$ cat src/rtl/ppi_bus_master_if.sv
// Host-side request/response and 8255-side bus signals for the PPI bus initiator.
// master = the initiator itself; slave = whoever drives requests and models the 8255.
interface ppi_bus_master_if;
  // host side
  logic       req;
  logic       wr;
  logic [1:0] addr;
  logic [7:0] wdata;
  logic       ready;
  logic       done;
  logic [7:0] rdata;
  // 8255 side
  logic       nCS;
  logic [1:0] A;
  logic       nRD;
  logic       nWR;
  logic [7:0] DataOut;
  logic       DataOE;
  logic [7:0] DataIn;

  modport master (
    input  req, wr, addr, wdata, DataIn,
    output ready, done, rdata, nCS, A, nRD, nWR, DataOut, DataOE
  );

  modport slave (
    output req, wr, addr, wdata, DataIn,
    input  ready, done, rdata, nCS, A, nRD, nWR, DataOut, DataOE
  );
endinterface

$ cat src/rtl/ppi_bus_master.sv
// Turns single-cycle host requests into timed 8255 bus cycles (setup / strobe / hold),
// with an optional control-word write issued automatically after reset.
module ppi_bus_master #(
  parameter int unsigned SETUP     = 1,
  parameter int unsigned STROBE    = 2,
  parameter int unsigned HOLD      = 1,
  parameter bit          INIT_EN   = 1'b1,
  parameter logic [7:0]  INIT_WORD = 8'h80
) (
  input  logic              clk,
  input  logic              nReset,
  ppi_bus_master_if.master  bus
);

  // Phase counters load N-1 so that N=1 gives a single cycle.
  localparam logic [3:0] SET_LD = 4'(SETUP - 1);
  localparam logic [3:0] STB_LD = 4'(STROBE - 1);
  localparam logic [3:0] HLD_LD = 4'(HOLD - 1);

  typedef enum logic [2:0] {
    S_BOOT,
    S_IDLE,
    S_SETUP,
    S_STROBE,
    S_HOLD
  } state_e;

  typedef struct packed {
    logic       wr;
    logic [1:0] addr;
    logic [7:0] wdata;
  } req_t;

  state_e     state_q, state_d;
  logic [3:0] cnt_q,   cnt_d;
  logic       init_q,  init_d;
  logic       wr_q,    wr_d;
  logic       ncs_q,   ncs_d;
  logic [1:0] a_q,     a_d;
  logic       nrd_q,   nrd_d;
  logic       nwr_q,   nwr_d;
  logic [7:0] dout_q,  dout_d;
  logic       doe_q,   doe_d;
  logic       ready_q, ready_d;
  logic       done_q,  done_d;
  logic [7:0] rdata_q, rdata_d;

  logic       start;
  req_t       nreq;

  always_comb begin
    state_d = state_q;
    cnt_d   = cnt_q;
    init_d  = init_q;
    wr_d    = wr_q;
    ncs_d   = ncs_q;
    a_d     = a_q;
    nrd_d   = nrd_q;
    nwr_d   = nwr_q;
    dout_d  = dout_q;
    doe_d   = doe_q;
    ready_d = ready_q;
    done_d  = 1'b0;
    rdata_d = rdata_q;
    start   = 1'b0;
    nreq    = '0;

    case (state_q)
      S_BOOT: begin
        if (INIT_EN) begin
          start  = 1'b1;
          nreq   = '{wr: 1'b1, addr: 2'b11, wdata: INIT_WORD};
          init_d = 1'b1;
        end else begin
          state_d = S_IDLE;
          ready_d = 1'b1;
        end
      end

      S_IDLE: begin
        if (bus.req) begin
          start = 1'b1;
          nreq  = '{wr: bus.wr, addr: bus.addr, wdata: bus.wdata};
        end
      end

      S_SETUP: begin
        if (cnt_q == 4'd0) begin
          state_d = S_STROBE;
          cnt_d   = STB_LD;
          nrd_d   = wr_q;
          nwr_d   = ~wr_q;
        end else begin
          cnt_d = cnt_q - 4'd1;
        end
      end

      S_STROBE: begin
        if (cnt_q == 4'd0) begin
          state_d = S_HOLD;
          cnt_d   = HLD_LD;
          nrd_d   = 1'b1;
          nwr_d   = 1'b1;
          // capture on the same edge that releases nRD
          if (!wr_q) rdata_d = bus.DataIn;
        end else begin
          cnt_d = cnt_q - 4'd1;
        end
      end

      S_HOLD: begin
        if (cnt_q == 4'd0) begin
          state_d = S_IDLE;
          ncs_d   = 1'b1;
          doe_d   = 1'b0;
          ready_d = 1'b1;
          done_d  = ~init_q;
          init_d  = 1'b0;
        end else begin
          cnt_d = cnt_q - 4'd1;
        end
      end

      default: state_d = S_IDLE;
    endcase

    // Accepting a request (host or init) opens the setup phase on this edge.
    if (start) begin
      state_d = S_SETUP;
      cnt_d   = SET_LD;
      wr_d    = nreq.wr;
      ncs_d   = 1'b0;
      a_d     = nreq.addr;
      doe_d   = nreq.wr;
      ready_d = 1'b0;
      if (nreq.wr) dout_d = nreq.wdata;
    end
  end

  always_ff @(posedge clk or negedge nReset) begin
    if (!nReset) begin
      state_q <= S_BOOT;
      cnt_q   <= 4'd0;
      init_q  <= 1'b0;
      wr_q    <= 1'b0;
      ncs_q   <= 1'b1;
      a_q     <= 2'b00;
      nrd_q   <= 1'b1;
      nwr_q   <= 1'b1;
      dout_q  <= 8'h00;
      doe_q   <= 1'b0;
      ready_q <= 1'b0;
      done_q  <= 1'b0;
      rdata_q <= 8'h00;
    end else begin
      state_q <= state_d;
      cnt_q   <= cnt_d;
      init_q  <= init_d;
      wr_q    <= wr_d;
      ncs_q   <= ncs_d;
      a_q     <= a_d;
      nrd_q   <= nrd_d;
      nwr_q   <= nwr_d;
      dout_q  <= dout_d;
      doe_q   <= doe_d;
      ready_q <= ready_d;
      done_q  <= done_d;
      rdata_q <= rdata_d;
    end
  end

  assign bus.nCS     = ncs_q;
  assign bus.A       = a_q;
  assign bus.nRD     = nrd_q;
  assign bus.nWR     = nwr_q;
  assign bus.DataOut = dout_q;
  assign bus.DataOE  = doe_q;
  assign bus.ready   = ready_q;
  assign bus.done    = done_q;
  assign bus.rdata   = rdata_q;

endmodule
$ cat src/flat_wrapper.sv
// flat-port wrapper written by rule: the top's interface ports become plain ports
module ppi_bus_master_flat 
#(
  parameter int unsigned SETUP     = 1,
  parameter int unsigned STROBE    = 2,
  parameter int unsigned HOLD      = 1,
  parameter bit          INIT_EN   = 1'b1,
  parameter logic [7:0]  INIT_WORD = 8'h80
)
  (clk, nReset, bus_req, bus_wr, bus_addr, bus_wdata, bus_DataIn, bus_ready, bus_done, bus_rdata, bus_nCS, bus_A, bus_nRD, bus_nWR, bus_DataOut, bus_DataOE);
  ppi_bus_master_if bus_i ();
  input  logic clk;
  input  logic nReset;
  input wire logic [$bits(bus_i.req)-1:0] bus_req;
  input wire logic [$bits(bus_i.wr)-1:0] bus_wr;
  input wire logic [$bits(bus_i.addr)-1:0] bus_addr;
  input wire logic [$bits(bus_i.wdata)-1:0] bus_wdata;
  input wire logic [$bits(bus_i.DataIn)-1:0] bus_DataIn;
  output wire logic [$bits(bus_i.ready)-1:0] bus_ready;
  output wire logic [$bits(bus_i.done)-1:0] bus_done;
  output wire logic [$bits(bus_i.rdata)-1:0] bus_rdata;
  output wire logic [$bits(bus_i.nCS)-1:0] bus_nCS;
  output wire logic [$bits(bus_i.A)-1:0] bus_A;
  output wire logic [$bits(bus_i.nRD)-1:0] bus_nRD;
  output wire logic [$bits(bus_i.nWR)-1:0] bus_nWR;
  output wire logic [$bits(bus_i.DataOut)-1:0] bus_DataOut;
  output wire logic [$bits(bus_i.DataOE)-1:0] bus_DataOE;
  assign bus_i.req = bus_req;
  assign bus_i.wr = bus_wr;
  assign bus_i.addr = bus_addr;
  assign bus_i.wdata = bus_wdata;
  assign bus_i.DataIn = bus_DataIn;
  assign bus_ready = bus_i.ready;
  assign bus_done = bus_i.done;
  assign bus_rdata = bus_i.rdata;
  assign bus_nCS = bus_i.nCS;
  assign bus_A = bus_i.A;
  assign bus_nRD = bus_i.nRD;
  assign bus_nWR = bus_i.nWR;
  assign bus_DataOut = bus_i.DataOut;
  assign bus_DataOE = bus_i.DataOE;
  ppi_bus_master #(.SETUP(SETUP), .STROBE(STROBE), .HOLD(HOLD), .INIT_EN(INIT_EN), .INIT_WORD(INIT_WORD)) u_core (.clk(clk), .nReset(nReset), .bus(bus_i));
endmodule
$ cat config.mk
export PLATFORM = sky130hd
export DESIGN_NAME = ppi_bus_master_flat
export DESIGN_NICKNAME = d
export VERILOG_FILES = /design/src/rtl/ppi_bus_master_if.sv /design/src/rtl/ppi_bus_master.sv /design/src/flat_wrapper.sv
export SDC_FILE = /design/constraint.sdc
export NUM_CORES = 1
export LEC_CHECK = 0
export CORE_MARGIN = 4
export CORE_UTILIZATION = 46
export DETAILED_ROUTE_END_ITERATION = 10
export PLACE_DENSITY = 0.78
export SLEW_MARGIN = 20
export SYNTH_ARGS = -nofsm -noshare
export SYNTH_HDL_FRONTEND = slang
export SYNTH_SLANG_ARGS = --single-unit
$ cat constraint.sdc
create_clock -name clk -period 2.31 [get_ports clk]
set_clock_uncertainty 0.05 [all_clocks]
set_input_delay 0.693 -clock clk [delete_from_list [all_inputs] [get_ports clk]]
set_output_delay 0.693 -clock clk [all_outputs]
set_load 0.01 [all_outputs]
# Word-level counts from Yosys, hierarchy flattened
# Cells that the tools add are included.
# word_totals
regBits	33
out_inout_bits	24
word_cells	70
input_bits	22
# op_classes
bitwise	2
n_addsub	1
muxes	27
reduce_logical	15
eq_ne	12
# ops
cell	count
11-bit case mux with 2 select lines	1
4-bit two-way mux	4
3-bit two-way mux	4
3-bit case mux with 4 select lines	1
4-bit case mux with 3 select lines	1
1-bit two-way mux	11
11-bit two-way mux	1
3-bit by 1-bit != test with 1-bit output, second input constant	3
2-bit by 1-bit != test with 1-bit output, second input constant	4
1-bit case mux with 2 select lines	4
2-bit AND reduction	4
2-bit nonzero test	4
3-bit by 2-bit == test with 1-bit output, second input constant	2
3-bit AND reduction	2
4-bit zero test	1
4-bit AND reduction	1
4-bit nonzero test	1
4-bit by 1-bit subtractor with 4-bit output, second input constant	1
3-bit by 1-bit == test with 1-bit output, second input constant	1
3-bit == test, second input constant	1
3-bit zero test	1
3-bit by 2-bit != test with 1-bit output, second input constant	1
1-bit inverter	2
2-bit OR reduction	1

# Depth between registers and ports, before layout
# Gate-level depths: netlist of run 1.
# logic_depth
word_depth	4
ltp_mapped	6
depth_no_buf	5

# Least setup slack after synthesis of run 1
# OpenSTA, ideal clock, no wires.
# synth_path
kind	flip-flop to flip-flop
start	reg u_core.cnt_q[0]
end	reg u_core.rdata_q[0], in the netlist u_core.bus.rdata[0]
n_path_buf	1
path_stages_with_launch	7
t_arrival_ns	1.886
t_required_ns	2.135
synth_period_minus_slack_ns	2.061
setup_time_ns	0.125
path_slack_ns	0.249
cell_sequence	dfrtp_1 > inv_1 > ha_1 > or3b_1 > buf_6 > nor4_4 > mux2_2
# synth_via
elab_chain_cells	2
# synth_lines
element	line_no	rtl
from (decl)	ppi_bus_master.sv:35	logic [3:0] cnt_q, cnt_d;
from (signal assigned)	ppi_bus_master.sv:157	cnt_q <= cnt_d;
4-bit zero test	ppi_bus_master.sv:99	if (cnt_q == 4'd0) begin
3-bit AND reduction (no source line)	--	
to (signal assigned)	ppi_bus_master.sv:168	rdata_q <= rdata_d;
to (decl)	ppi_bus_master.sv:46	logic [7:0] rdata_q, rdata_d;
# Every way passes these cells.
# A chain may end at the register's enable or synchronous reset.

# Worst setup path in the final report of run 1
# layout_path
start	reg u_core.nrd_q, in the netlist u_core.bus.nRD
end	out bus_nRD
# layout_rtl
element	line_no	rtl
from (decl)	ppi_bus_master.sv:40	logic nrd_q, nrd_d;
from (signal assigned)	ppi_bus_master.sv:162	nrd_q <= nrd_d;
to (decl)	flat_wrapper.sv:24	output wire logic [$bits(bus_i.nRD)-1:0] bus_nRD;
# No word-level cell between the ends.

==> key figures, run 1 <==
Logic synthesis
  – Share of the synthesized area in the top cell type: 48.7%
  – Largest cells by area after synthesis: dfrtp_1, mux2i_1, mux2_2
  – Syn. warnings: 0
  – Post-synth top area cell: dfrtp_1
  – Most common cell in the netlist: dfrtp_1
  – Post-synthesis sequential area ratio: 53.9%
  – Synthesized instance count: 136
  – Async SR Flop Fraction: 100%
  – Synth Cell Area: 1540 µm²
  – Most used DFF post-synth: dfrtp_1
  – Synth Net Count: 159
  – Synth cell count leaders: dfrtp_1, inv_1, mux2i_1
  – Post-synth cell types: 43
  – Post-synth EDFFs: 0
  – Register bit count reported by yosys: 33
  – Post-synthesis area per instance: 11.3 µm²

Critical path
  – CP max stage delay: 540 ps
  – Critical Path End Type: output port
  – Required time worst endpoint: 1570 ps
  – Crit path max fanout: 2
  – Crit path max-delay cell type: dfstp_2
  – CP Buf/Inv Count: 1
  – WS Path Type: flop to output port
  – Cell Chain, Critical Path: clkdlybuf4s50_1
  – WP data arrival: 1410 ps
  – Startpoint types: flop
  – CP top delay family: flip-flops

Routing
  – Via-per-instance ratio: 5.09
  – Remaining antenna violation count after routing: 0
  – Number of remaining DRC errors: 0
  – DR WL/cell: 14.7 µm
  – Routed vias: 1176
  – Drt pass-1 iters: 4
  – Post-Route WL: 3400 µm
  – DRT iter0 DRCs: 77

CTS
  – Clk pin slew, worst setup/hold paths: 100 ps
  – Hold buffer count at CTS: 0
  – CTS sink cnt: 33
  – CTS root buffer: clkbuf_4
  – Worst-Skew Late Latency: 330 ps
  – CTS tree: built
  – CTS H-tree depth: 2
  – CTS buffer count: 5
  – Post CTS Setup Buffer Count: 0
  – CTS max path bufs: 2
  – PostCTS Resize Cnt: 0

Pwr
  – Maximum VDD drop: 0.694 mV
  – Static Leak: 0.905 nW
  – P per Cell Area: 1220 nW/µm²

Flow run
  – Max Cap Viol: 0

Timing
  – Fin crit share: 93.1%
  – RSZ-0062 raised after global routing: no
  – Slew Limit Headroom: 62.9%
  – Final setup viols: 0
  – F_max: 465 MHz
  – Final Hold Vio Count: 0
  – Setup_tns: 0 ps
  – Final Max Slew Viols: 0
  – Hold_ws: 380 ps
  – Tmin final: 2150 ps
  – Worst slew pin tran: 555 ps

GRT
  – Antenna violations before repair: 0
  – Global-route wire length before repair: 6100 µm
  – Vias in the first global route: 1297
  – Largest net degree at the start of global routing: 34
  – GRT Total Usage: 18.6%
  – GRT overflow: 0

Floorplan
  – Num ports: 46
  – Core area: 3130 µm²
  – Die W: 65.9 µm
  – Die H: 65.9 µm
  – Std cell rows: 20
  – Initial Utilization: 49.2%
  – Die area: 4340 µm²

Layout
  – Nets@finish: 209
  – Area of the multi-input gates: 624 µm²
  – Layout cells sized above 1: 17.1%
  – Filler Cells Inserted: 245
  – Register Area: 830 µm²
  – Layout area overhead: 38.8%
  – Antenna fix cells: 0

Min path
  – Hold Path Class: flop to flop

Placement
  – Port bufs: 45
  – Post-DP HPWL: 2540 µm
  – GP Congestion: 0.843

Run status
  – Status: finished, final reports clean
## layer usage
| layer | global-route usage [%] | vias to the layer above | routed length, µm |
|---|---|---|---|
| met5 | 0 | - | 0 |
| met4 | 6.22 | 0 | 48 |
| met3 | 6.63 | 6 | 182 |
| met2 | 31.9 | 24 | 1790 |
| met1 | 21.2 | 572 | 1380 |
| li1 | - | 574 | - |
## logic make-up (layout without fill, tap and decap cells)
group,count (synthesis),in the layout,synth area share (%)
multiplexers,19,19,13.0
AO/OA/AOI/OAI,31,31,13.9
adder cells (fa/ha/maj),2,2,1.46
AND/OR/NAND/NOR,30,30,12.2
flip-flops,33,33,53.9
buffers and inverters,21,72,5.61
## power by group
part / switching, mW / internal, mW
sequential: 0.196 / 0.804
combinational: 0.518 / 0.647
clock: 0.185 / 0.258
## per-stage QoR
step	cells	setup slack [ps]	util, %	power, mW	area [µm²]
floorplan	136	249	-	1.68	1540
global placement	223	187	65.6	2.14	2050
detailed placement	223	164	65.6	2.18	2050
CTS	231	134	68.4	2.64	2140
global route	231	101	68.4	2.81	2140
finish	231	160	68.4	2.61	2140
## registers in the layout, summed over array words and instances, names as in the netlist, 2 cells and up
name	cells
u_core.bus.A	2
u_core.bus.DataOut	8
u_core.bus.rdata	8
u_core.cnt_q	4
u_core.state_q	3
## worst paths after layout
path                                      start             endpoint  slack [ps]  cells past startpoint
min in group asynchronous                nReset      u_core.cnt_q[3]         710                      2
max in group asynchronous                nReset       u_core.bus.nRD        1170                      2
worst min-delay path              u_core.init_q      u_core.bus.done         380                      1
worst max-delay path             u_core.bus.nRD              bus_nRD         160                      1
worst max register to register  u_core.cnt_q[0]  u_core.bus.rdata[1]         240                      6
worst min register to register    u_core.init_q      u_core.bus.done         380                      1
## layout make-up
type                       instances  share of cell area [%]
sequential                        33                    38.8
timing repair buffer              51                    23.2
tap                               44                    2.57
clock inverter                     1                    1.40
clock buffer                       7                    2.57
multi-input combinational         82                    29.2
inverter                          13                    2.28
## placed cells by master (no fill, tap or decap), types with 2 or more instances in the layout
cell type and n:
clkdlybuf4s50_1 45, dfrtp_1 30, inv_1 13, mux2i_1 11, nand2_1 10, o21ai_0 9
mux2_2 8, buf_4 6, clkbuf_4 5, nor2_1 4, o21a_1 3, a21oi_1 3
dfstp_2 3, or2_2 2, nor2b_1 2, a41oi_1 2, a211oi_1 2
Note: power is estimated with default switching activity, not from simulation.
==> inputs of run 2 (changes only) <==
CORE_UTILIZATION = 35   (was 46)
PLACE_DENSITY = unset   (was 0.78)
==> key figures, run 2 (same netlist as run 1, synthesis figures left out) <==
Pwr
  – Maximum VDD drop: 0.659 mV (-5.1%)
  – Static Leak: 0.922 nW (+2.0%)
  – P per Cell Area: 1260 nW/µm² (+2.9%)

Layout
  – Nets@finish: 210 (+0.48%)
  – Most frequent cells in the layout: clkdlybuf4s50_1, dfrtp_1, inv_1
  – Commonest non-fill, non-tap cell in the layout: clkdlybuf4s50_1
  – Fin util: 53.1% (-15 points)
  – Layout area overhead: 41.8%
  – Non-Filler Instances: 238 (+3.0%)
  – Antenna fix cells: 0 (unchanged)
  – Layout cells sized above 1: 17.6% (+0.44 points)

Critical path
  – Cell Chain, Critical Path: clkdlybuf4s50_1
  – Crit path max fanout: 2 (unchanged)
  – CP max stage delay: 540 ps (about the same)
  – Startpoint types: flop
  – CP Buf/Inv Count: 1 (unchanged)
  – Critical Path End Type: output port
  – WP data arrival: 1350 ps (-60 ps)
  – WS Path Type: flop to output port
  – CP top delay family: flip-flops
  – Crit path max-delay cell type: dfstp_2
  – Required time worst endpoint: 1570 ps (about the same)

CTS
  – CTS root buffer: clkbuf_8
  – CTS buffer count: 5 (unchanged)
  – Worst-Skew Late Latency: 280 ps (-50 ps)
  – CTS H-tree depth: 2 (unchanged)
  – CTS tree: built
  – PostCTS Resize Cnt: 0 (unchanged)
  – Clk pin slew, worst setup/hold paths: 70 ps (-30 ps)
  – Hold buffer count at CTS: 0 (unchanged)
  – CTS max path bufs: 2 (unchanged)
  – CTS sink cnt: 33 (unchanged)
  – Post CTS Setup Buffer Count: 0 (unchanged)

Timing
  – Final Max Slew Viols: 0 (unchanged)
  – Setup_tns: 0 ps (unchanged)
  – RSZ-0062 raised after global routing: no
  – Final Hold Vio Count: 0 (unchanged)
  – Tmin final: 2090 ps (-60.8 ps)
  – Worst slew pin tran: 523 ps (-32.4 ps)
  – Final setup viols: 0 (unchanged)
  – Slew Limit Headroom: 65.1% (+2.2 points)
  – F_max: 479 MHz (+2.9%)
  – Fin crit share: 90.5% (-2.6 points)

Placement
  – Placed cell count: 230 (+3.1%)
  – GP Congestion: 0.801 (-5.0%)
  – Post-DP HPWL: 2580 µm (+1.4%)
  – Port bufs: 45 (unchanged)

GRT
  – GRT Total Usage: 13.7% (-4.9 points)
  – Antenna violations before repair: 0 (unchanged)
  – Vias in the first global route: 1233 (-4.9%)
  – GRT overflow: 0 (unchanged)
  – Global-route wire length before repair: 5800 µm (-4.9%)
  – Largest net degree at the start of global routing: 34 (unchanged)

Floorplan
  – Std cell rows: 23 (+15%)
  – Die W: 74.3 µm (+13%)
  – Num ports: 46 (unchanged)
  – Die area: 5530 µm² (+27%)
  – Die H: 74.3 µm (+13%)
  – Initial Utilization: 37.4% (-12 points)
  – Core area: 4120 µm² (+32%)

Routing
  – Remaining antenna violation count after routing: 0 (unchanged)
  – DRT iter0 DRCs: 80 (+3.9%)
  – Via-per-instance ratio: 5.11 (+0.36%)
  – Routed vias: 1216 (+3.4%)
  – Number of remaining DRC errors: 0 (unchanged)
  – Drt pass-1 iters: 4 (unchanged)
  – DR WL/cell: 14.5 µm (-1.1%)
  – Post-Route WL: 3460 µm (+1.9%)

Min path
  – Hold Path Class: flop to flop

Run status
  – Status: finished, final reports clean

Flow run
  – Max Cap Viol: 0 (unchanged)
[run 2: changes by cell type in the layout (fill, tap and decap cells not counted), sizes merged]
cell | previous run | this run
buf | 6 | 7
[run 2: path summary, 6_finish.rpt]
kind,from,endpoint,slack (ps),cells past startpoint
setup / recovery,u_core.bus.nWR,bus_nWR,220,1
hold / removal,u_core.init_q,u_core.bus.done,370,1
setup reg to reg,u_core.cnt_q[0],u_core.bus.rdata[4],270,6
hold reg to reg,u_core.init_q,u_core.bus.done,370,1
max in group asynchronous,nReset,u_core.bus.nRD,1110,2
min in group asynchronous,nReset,u_core.cnt_q[2],760,2
[run 2: worst register-to-register path: cells and delay by family (launching register included)]
family	cells	cell delay (ps)
and+or+nand+nor	2	650
adders and majority gates	1	170
muxes	1	340
buffers and inverters	2	290
DFF	1	420
[run 2: metrics by stage]
stage	hold WS, ps	setup slack, ps	power (mW)	area [µm²]
finish	373	221	2.74	2180
CTS	377	205	2.78	2180
global route	393	129	2.92	2180
floorplan	347	249	1.68	1540
global placement	365	167	2.17	2070
detailed placement	368	142	2.20	2070
[run 2: area by class of cell]
cell class / instances / area, µm²
multi-input combinational: 82 / 624
clock buffer: 7 / 86.3
clock inverter: 1 / 30.0
fill: 362 / 1930
inverter: 13 / 48.8
timing repair buffer: 52 / 503
tap: 50 / 62.6
sequential: 33 / 830
[run 2: power breakdown]
part | leakage, nW | internal, mW | switching [mW] | total (mW)
logic | 0.453 | 0.660 | 0.556 | 1.22
registers | 0.411 | 0.807 | 0.168 | 0.975
clock network | 0.0585 | 0.351 | 0.200 | 0.551
total | 0.922 | 1.82 | 0.924 | 2.74
[run 2: layer usage]
layer	global-route usage, %	part of all wire (%)
met4	3.56	0.78
met5	0	0
met2	23.6	51
met1	17.0	43
met3	3.65	5.1
==> inputs of run 3 (changes only) <==
CELL_PAD_IN_SITES_DETAIL_PLACEMENT = 1   (was unset)
CELL_PAD_IN_SITES_GLOBAL_PLACEMENT = 1   (was unset)
PLACE_DENSITY_LB_ADDON = 0.1   (was unset)
==> key figures, run 3 (same netlist as run 1, synthesis figures left out) <==
Timing
  – Tmin final: 2110 ps (+19.7 ps)
  – Fin crit share: 91.3% (+0.85 points)
  – F_max: 474 MHz (-0.94%)
  – Final setup viols: 0 (unchanged)
  – Final Hold Vio Count: 0 (unchanged)
  – RSZ-0062 raised after global routing: no
  – Final Max Slew Viols: 0 (unchanged)
  – Slew Limit Headroom: 61.8% (-3.3 points)
  – Worst slew pin tran: 572 ps (+49.1 ps)
  – Setup_tns: 0 ps (unchanged)

Critical path
  – Startpoint types: flop
  – CP Buf/Inv Count: 1 (unchanged)
  – CP top delay family: buffers and inverters
  – Crit path max fanout: 2 (unchanged)
  – Required time worst endpoint: 1570 ps (about the same)
  – WP data arrival: 1370 ps (+20 ps)
  – CP max stage delay: 550 ps (about the same)
  – Critical Path End Type: output port
  – Crit path from: u_core.bus.nRD
  – Critical R2R Launch: u_core.cnt_q[0]
  – WS Path Type: flop to output port
  – Crit path max-delay cell type: clkdlybuf4s50_1
  – Cell Chain, Critical Path: clkdlybuf4s50_1
  – Worst reg2reg setup slack: 230 ps (-40 ps)

CTS
  – CTS max path bufs: 2 (unchanged)
  – CTS H-tree depth: 2 (unchanged)
  – CTS tree: built
  – PostCTS Resize Cnt: 0 (unchanged)
  – CTS sink cnt: 33 (unchanged)
  – CTS buffer count: 5 (unchanged)
  – Clk pin slew, worst setup/hold paths: 70 ps (about the same)
  – Hold buffer count at CTS: 0 (unchanged)
  – Worst-Skew Late Latency: 280 ps (about the same)
  – CTS root buffer: clkbuf_8
  – Post CTS Setup Buffer Count: 0 (unchanged)

Routing
  – DR WL/cell: 16.0 µm (+10%)
  – Remaining antenna violation count after routing: 0 (unchanged)
  – Post-Route WL: 3820 µm (+10%)
  – Drt pass-1 iters: 4 (unchanged)
  – Routed vias: 1218 (+0.16%)
  – Number of remaining DRC errors: 0 (unchanged)
  – DRT iter0 DRCs: 33 (-59%)
  – Via-per-instance ratio: 5.10 (-0.25%)

Layout
  – Layout cells sized above 1: 18.5% (+0.97 points)
  – Most frequent cells in the layout: clkdlybuf4s50_1, dfrtp_1, inv_1
  – Fin util: 52.9% (-0.18 points)
  – Nets@finish: 211 (+0.48%)
  – Fin area: 2180 µm² (-0.34%)
  – Commonest non-fill, non-tap cell in the layout: clkdlybuf4s50_1
  – Register Area: 830 µm² (unchanged)
  – Antenna fix cells: 0 (unchanged)
  – Area of the multi-input gates: 624 µm² (unchanged)
  – Filler Cells Inserted: 436 (+20%)
  – Layout area overhead: 41.3%

GRT
  – GRT overflow: 0 (unchanged)
  – Largest net degree at the start of global routing: 34 (unchanged)
  – Antenna violations before repair: 0 (unchanged)
  – Global-route wire length before repair: 6600 µm (+14%)
  – Vias in the first global route: 1396 (+13%)
  – GRT Total Usage: 15.9% (+2.3 points)

Floorplan
  – Die area: 5530 µm² (unchanged)
  – Die W: 74.3 µm (unchanged)
  – Num ports: 46 (unchanged)
  – Die H: 74.3 µm (unchanged)
  – Core area: 4120 µm² (unchanged)
  – Std cell rows: 23 (unchanged)
  – Initial Utilization: 37.4% (unchanged)

Run status
  – Status: finished, final reports clean

Placement
  – Post-DP HPWL: 2820 µm (+9.1%)
  – Port bufs: 45 (unchanged)
  – GP Congestion: 0.809 (+1.0%)
  – Dpl cell area: 2080 µm² (+0.36%)

Pwr
  – Maximum VDD drop: 0.535 mV (-19%)
  – Static Leak: 0.923 nW (about the same)
  – P per Cell Area: 1230 nW/µm² (-2.0%)

Min path
  – HP Start: u_core.init_q
  – Hold Path Class: flop to flop

Flow run
  – Max Cap Viol: 0 (unchanged)
-- run 3: area by class of cell --
| cell class | instances | share of cell area [%] |
|---|---|---|
| well taps | 50 | 2.87 |
| multi-input cells | 82 | 28.7 |
| flip-flops and latches | 33 | 38.1 |
| clock inverters | 1 | 0.230 |
| repair buffers | 53 | 23.4 |
| inverters | 13 | 2.24 |
| clock buffers | 7 | 4.43 |
-- run 3: worst paths after layout --
path / endpoint / cells past startpoint
min reg2reg: u_core.bus.done / 1
min in group asynchronous: u_core.bus.rdata[1] / 2
max reg2reg: u_core.bus.rdata[0] / 6
max in group asynchronous: u_core.bus.nCS / 2
min: u_core.bus.done / 1
max: bus_nRD / 1
-- run 3: through the flow --
step           worst slack, ps  hold slack [ps]  cells  power [mW]
2_1_floorplan              249              347    136        1.68
3_3_place_gp               212              366    231        2.18
3_5_place_dp               190              377    231        2.22
4_1_cts                    181              384    239        2.72
5_1_grt                    122              417    239        2.88
6_report                   201              382    239        2.68
-- run 3: power breakdown --
group | switching [mW] | internal (mW) | total, mW | leakage [nW]
clock network | 0.210 | 0.269 | 0.479 | 0.0542
logic | 0.558 | 0.665 | 1.22 | 0.458
registers | 0.169 | 0.806 | 0.975 | 0.411
total | 0.937 | 1.74 | 2.68 | 0.923
-- run 3: routing by layer --
metal,share of wire [%],GRT usage [%],vias up
li1,-,-,579
met5,0,0,-
met3,5.5,6.35,6
met2,50,25.3,26
met1,43,19.8,607
met4,1.5,5.73,0
==> edit 1, RTL diff (config.mk and constraints of run 1) <==
Take the reset off `dout_q` and load it in a clocked block of its own.
--- a/src/rtl/ppi_bus_master.sv
+++ b/src/rtl/ppi_bus_master.sv
@@ -149,3 +149,2 @@
       nwr_q   <= 1'b1;
-      dout_q  <= 8'h00;
       doe_q   <= 1'b0;
@@ -163,3 +162,2 @@
       nwr_q   <= nwr_d;
-      dout_q  <= dout_d;
       doe_q   <= doe_d;
@@ -169,2 +167,6 @@
     end
+  end
+
+  always_ff @(posedge clk) begin
+    dout_q <= dout_d;
   end
Check against the original RTL: not equivalent (a bounded check fails within 4 cycles, from zero or initial values and one cycle with nReset low).
==> edit 1 against run 1 <==
- setup slack improved by 0.011 ns
- core utilization shrank 1.5 points
- synthesized area is 3.4% lower
- design area shrank 3.8%
- power is 6.4% lower
- sequential cell count is the same
- wire length is 6.1% lower
- critical path depth unchanged
- largest cell class unchanged
==> edit 1: results (changes against run 1) <==
synthDistinctLibCells: 33  # -23%
tightest_slew_ns: 0.522  # -0.0328 ns
synth_edf_count: 8  # +8
hpwl_um: 2400  # -5.5%
num-nets-final: 201  # -3.8%
vias: 1159  # -1.4%
async_flop_share_pct: 75.8  # -24 points
insertion_delay_ns: 0.31  # -0.02 ns
syn-num-nets: 150  # -5.7%
ir_drop_uv: 616  # -11%
post_cts_buffers: 0  # unchanged
seq_area_frac_synth_pct: 58.5  # +4.6 points
drive_above_1_share_pct: 13.4  # -3.7 points
numCtsBuffers: 5  # unchanged
vias_per_cell: 5.20  # +2.1%
cellLeakagePower_nw: 0.847  # -6.4%
status: "finished clean"
grt_pass1_wl_um: 5620  # -7.8%
gp_congestion: 0.776  # -7.9%
grt_start_max_net_pins: 26  # -24%
synth.top_cells.by_area: "dfrtp_1 (37%), edfxtp_1 (16%), mux2_4 (8.1%)"
drtIter0Drc: 57  # -26%
synth_commonest_cells: "dfrtp_1 (22), nor2_1 (13), a21oi_1 (9)"
synth.avg_cell_area_um2: 11.7  # +3.4%
fillers: 244  # -0.41%
[edit 1: changes by cell type in the layout (fill, tap and decap cells not counted), sizes merged, moves of 5 or more]
| cell | change |
|---|---|
| mux2i | -10 |
| and2 | +8 |
| edfxtp | +8 |
| a21oi | +5 |
| dfrtp | -8 |
| nor2 | +9 |
| inv | -10 |
[edit 1: worst paths after layout]
kind,start,endpoint,slack [ns],cells after the start
hold reg to reg,u_core.init_q,u_core.bus.done,0.38,1
min in group asynchronous,nReset,u_core.bus.ready,0.69,2
hold / removal,u_core.init_q,u_core.bus.done,0.38,1
max in group asynchronous,nReset,u_core.bus.nCS,1.22,2
setup / recovery,u_core.bus.nRD,bus_nRD,0.17,1
setup reg to reg,u_core.cnt_q[0],u_core.bus.rdata[5],0.29,6
[edit 1: area by class of cell]
cell class	count	area (um^2)	area share [%]
clock buffers	6	51.3	2.49
clock inverters	2	8.76	0.426
inverters	3	11.3	0.547
multi-input cells	85	573	27.9
flip-flops and latches	33	870	42.3
well taps	44	55.1	2.68
repair buffers	50	488	23.7
[edit 1: cell families after synthesis]
family	Yosys count	synth area share [%]
and+or+nand+nor	41	14.0
AOI/OAI and AO/OA	33	14.3
DFF	33	58.5
buffers and inverters	9	3.03
muxes	9	8.75
adders and majority gates	2	1.51
[edit 1: stage by stage]
stage	worst slack [ns]	cell area [um^2]	hold WS, ns
CTS	0.153	2060	0.389
floorplan	0.328	1490	0.347
finish	0.171	2060	0.385
global placement	0.248	2000	0.368
global route	0.103	2060	0.407
detailed placement	0.223	2000	0.376
[edit 1: routing by layer]
metal | track usage, % | up-vias | share of wire, %
li1 | - | 557 | -
met1 | 22.3 | 545 | 43
met2 | 27.5 | 51 | 49
met3 | 5.03 | 6 | 7.4
met4 | 7.39 | 0 | 1.1
met5 | 0 | - | 0
[edit 1: power by group]
| group | total [mW] | switching (mW) | internal [mW] |
|---|---|---|---|
| sequential | 0.984 | 0.149 | 0.836 |
| combinational | 1.14 | 0.518 | 0.619 |
| clock | 0.320 | 0.177 | 0.143 |
==> edit 2, RTL diff (settings of run 1) <==
Without the edit above. `INIT_EN` is set to 1'b1 in 2 places; all go to 1'b0.
--- a/src/rtl/ppi_bus_master.sv
+++ b/src/rtl/ppi_bus_master.sv
@@ -6,3 +6,3 @@
   parameter int unsigned HOLD      = 1,
-  parameter bit          INIT_EN   = 1'b1,
+  parameter bit          INIT_EN   = 1'b0,
   parameter logic [7:0]  INIT_WORD = 8'h80
--- a/src/flat_wrapper.sv
+++ b/src/flat_wrapper.sv
@@ -6,3 +6,3 @@
   parameter int unsigned HOLD      = 1,
-  parameter bit          INIT_EN   = 1'b1,
+  parameter bit          INIT_EN   = 1'b0,
   parameter logic [7:0]  INIT_WORD = 8'h80
Behaviour: not the same (a bounded check fails within 4 cycles, from zero or initial values and one cycle with nReset low).
==> edit 2 against run 1 <==
- register-to-register slack better by 0.03 ns
- design area down 6.7%
- clock power down 25%
- maximum frequency about the same
- power up 3.3%
- sequential cell count down 1
- core utilization up 1.6 points
- wire length down 8.5%
- largest power group unchanged
- count of clock-buffer cells in the layout unchanged
- first-iteration DRC count up 60%
- setup slack better by 0.0016 ns
- combinational power up 15%
- synthesized area down 8.4%
==> edit 2: results (changes against run 1) <==
async_flop_share_pct: 100  # unchanged
grt_pass1_wl_um: 5350  # -12%
gp_congestion: 0.823  # -2.3%
synthCells: 109  # -20%
n_antenna_cell: 0  # unchanged
grt_start_max_net_pins: 33  # -2.9%
regToRegSetupSlack_ns: 0.27  # +0.03 ns
cp_slowest_cell: "dfstp_2"
tightest_slew_ns: 0.392  # -0.163 ns
antenna_found_initial: 0  # unchanged
status: "finished clean"
post_cts_buffers: 0  # unchanged
cts-root-buf: "clkbuf_4"
place_area_um2: 1930  # -5.9%
insertion_delay_ns: 0.33  # about the same
dpl_worst_slack_ns: -0.0496  # -0.214 ns
track_usage_pct: 17.2  # -1.4 points
worst_path_largest_cell_delay_ns: 0.55
period_share_pct: 93.0  # about the same
cts.clk_slew.worst_paths_ns: 0.09
hp-class: "flop to flop"
seq_area_frac_synth_pct: 57.0  # +3.1 points
synth_compound_area_share_pct: 12.3  # -1.6 points
synth_commonest_cells: "dfrtp_1 (29), mux2_2 (20), o21ai_0 (7)"
cellLeakagePower_nw: 0.831  # -8.1%
arrival_ns: 1.41  # about the same
setup_viol: 0  # unchanged
drt_pass1_iterations: 4  # unchanged
synth_top_family_by_area: "multiplexers"
synth_ff_type: "dfrtp_1"
synth_fa_ha_area_share_pct: 1.77  # +0.31 points
hold_ws_ns: 0.443  # +0.0637 ns
grt_pass1_vias: 1156  # -11%
clockBufferDepth: 2  # unchanged
num-nets-final: 187  # -11%
port_buffers: 45  # unchanged
drtIter0Drc: 123  # +60%
drive_above_1_share_pct: 25.0  # +7.9 points
synthDistinctLibCells: 31  # -28%
crit_fanout: 2  # unchanged
vias: 1069  # -9.1%
post_drt_wl_per_cell_um: 15.9  # +8.3%
muxShareOfSynthArea_pct: 16.0  # +3.0 points
hpwl_um: 2340  # -8.1%
syn-num-nets: 133  # -16%
ir_drop_uv: 844  # +22%
synth.top_cells.by_area: "dfrtp_1 (51%), mux2_2 (16%), dfstp_2 (5.6%)"
synth_xor_area_share_pct: 0.621  # +0.62 points
instances_no_fill: 195  # -16%
crit_family: "flip-flops"
## edit 2: logic make-up (layout without fill, tap and decap cells)
group                      count (synthesis)  after routing
adders and majority gates                  2              2
DFF                                       32             32
buffers and inverters                     12             67
xor gates and xnor gates                   1              1
muxes                                     20             20
AOI/OAI and AO/OA                         26             26
and+or+nand+nor                           16             16
## edit 2: where the power goes
group / switching, mW / internal [mW] / leakage (nW)
Sequential: 0.198 / 0.832 / 0.385
Clock: 0.184 / 0.149 / 0.0315
Combinational: 0.555 / 0.777 / 0.415
## edit 2: final timing paths
kind / endpoint / depth (start not counted) / from
setup / recovery: bus_nWR / 1 / u_core.bus.nWR
hold / removal: u_core.bus.ready / 1 / u_core.bus.ready
setup reg to reg: u_core.bus.rdata[2] / 6 / u_core.cnt_q[0]
hold reg to reg: u_core.bus.ready / 1 / u_core.bus.ready
max in group asynchronous: u_core.bus.nCS / 2 / nReset
min in group asynchronous: u_core.cnt_q[0] / 2 / nReset
## edit 2: cell type report
type                       count  area, um^2
clock buffer                   7        55.1
clock inverter                 1        7.51
fill                         212         857
inverter                       5        18.8
multi-input combinational     65         553
sequential                    32         805
tap                           31        38.8
timing repair buffer          54         518
## edit 2: metal layers
| metal | share of wire, % | up-vias | global-route usage (%) | wire length (um) |
|---|---|---|---|---|
| met5 | 0 | - | 0 | 0 |
| met4 | 1.1 | 0 | 4.85 | 35 |
| met3 | 8.9 | 6 | 8.70 | 275 |
| met2 | 52 | 34 | 29.7 | 1600 |
| met1 | 38 | 523 | 18.2 | 1190 |
| li1 | - | 506 | - | - |
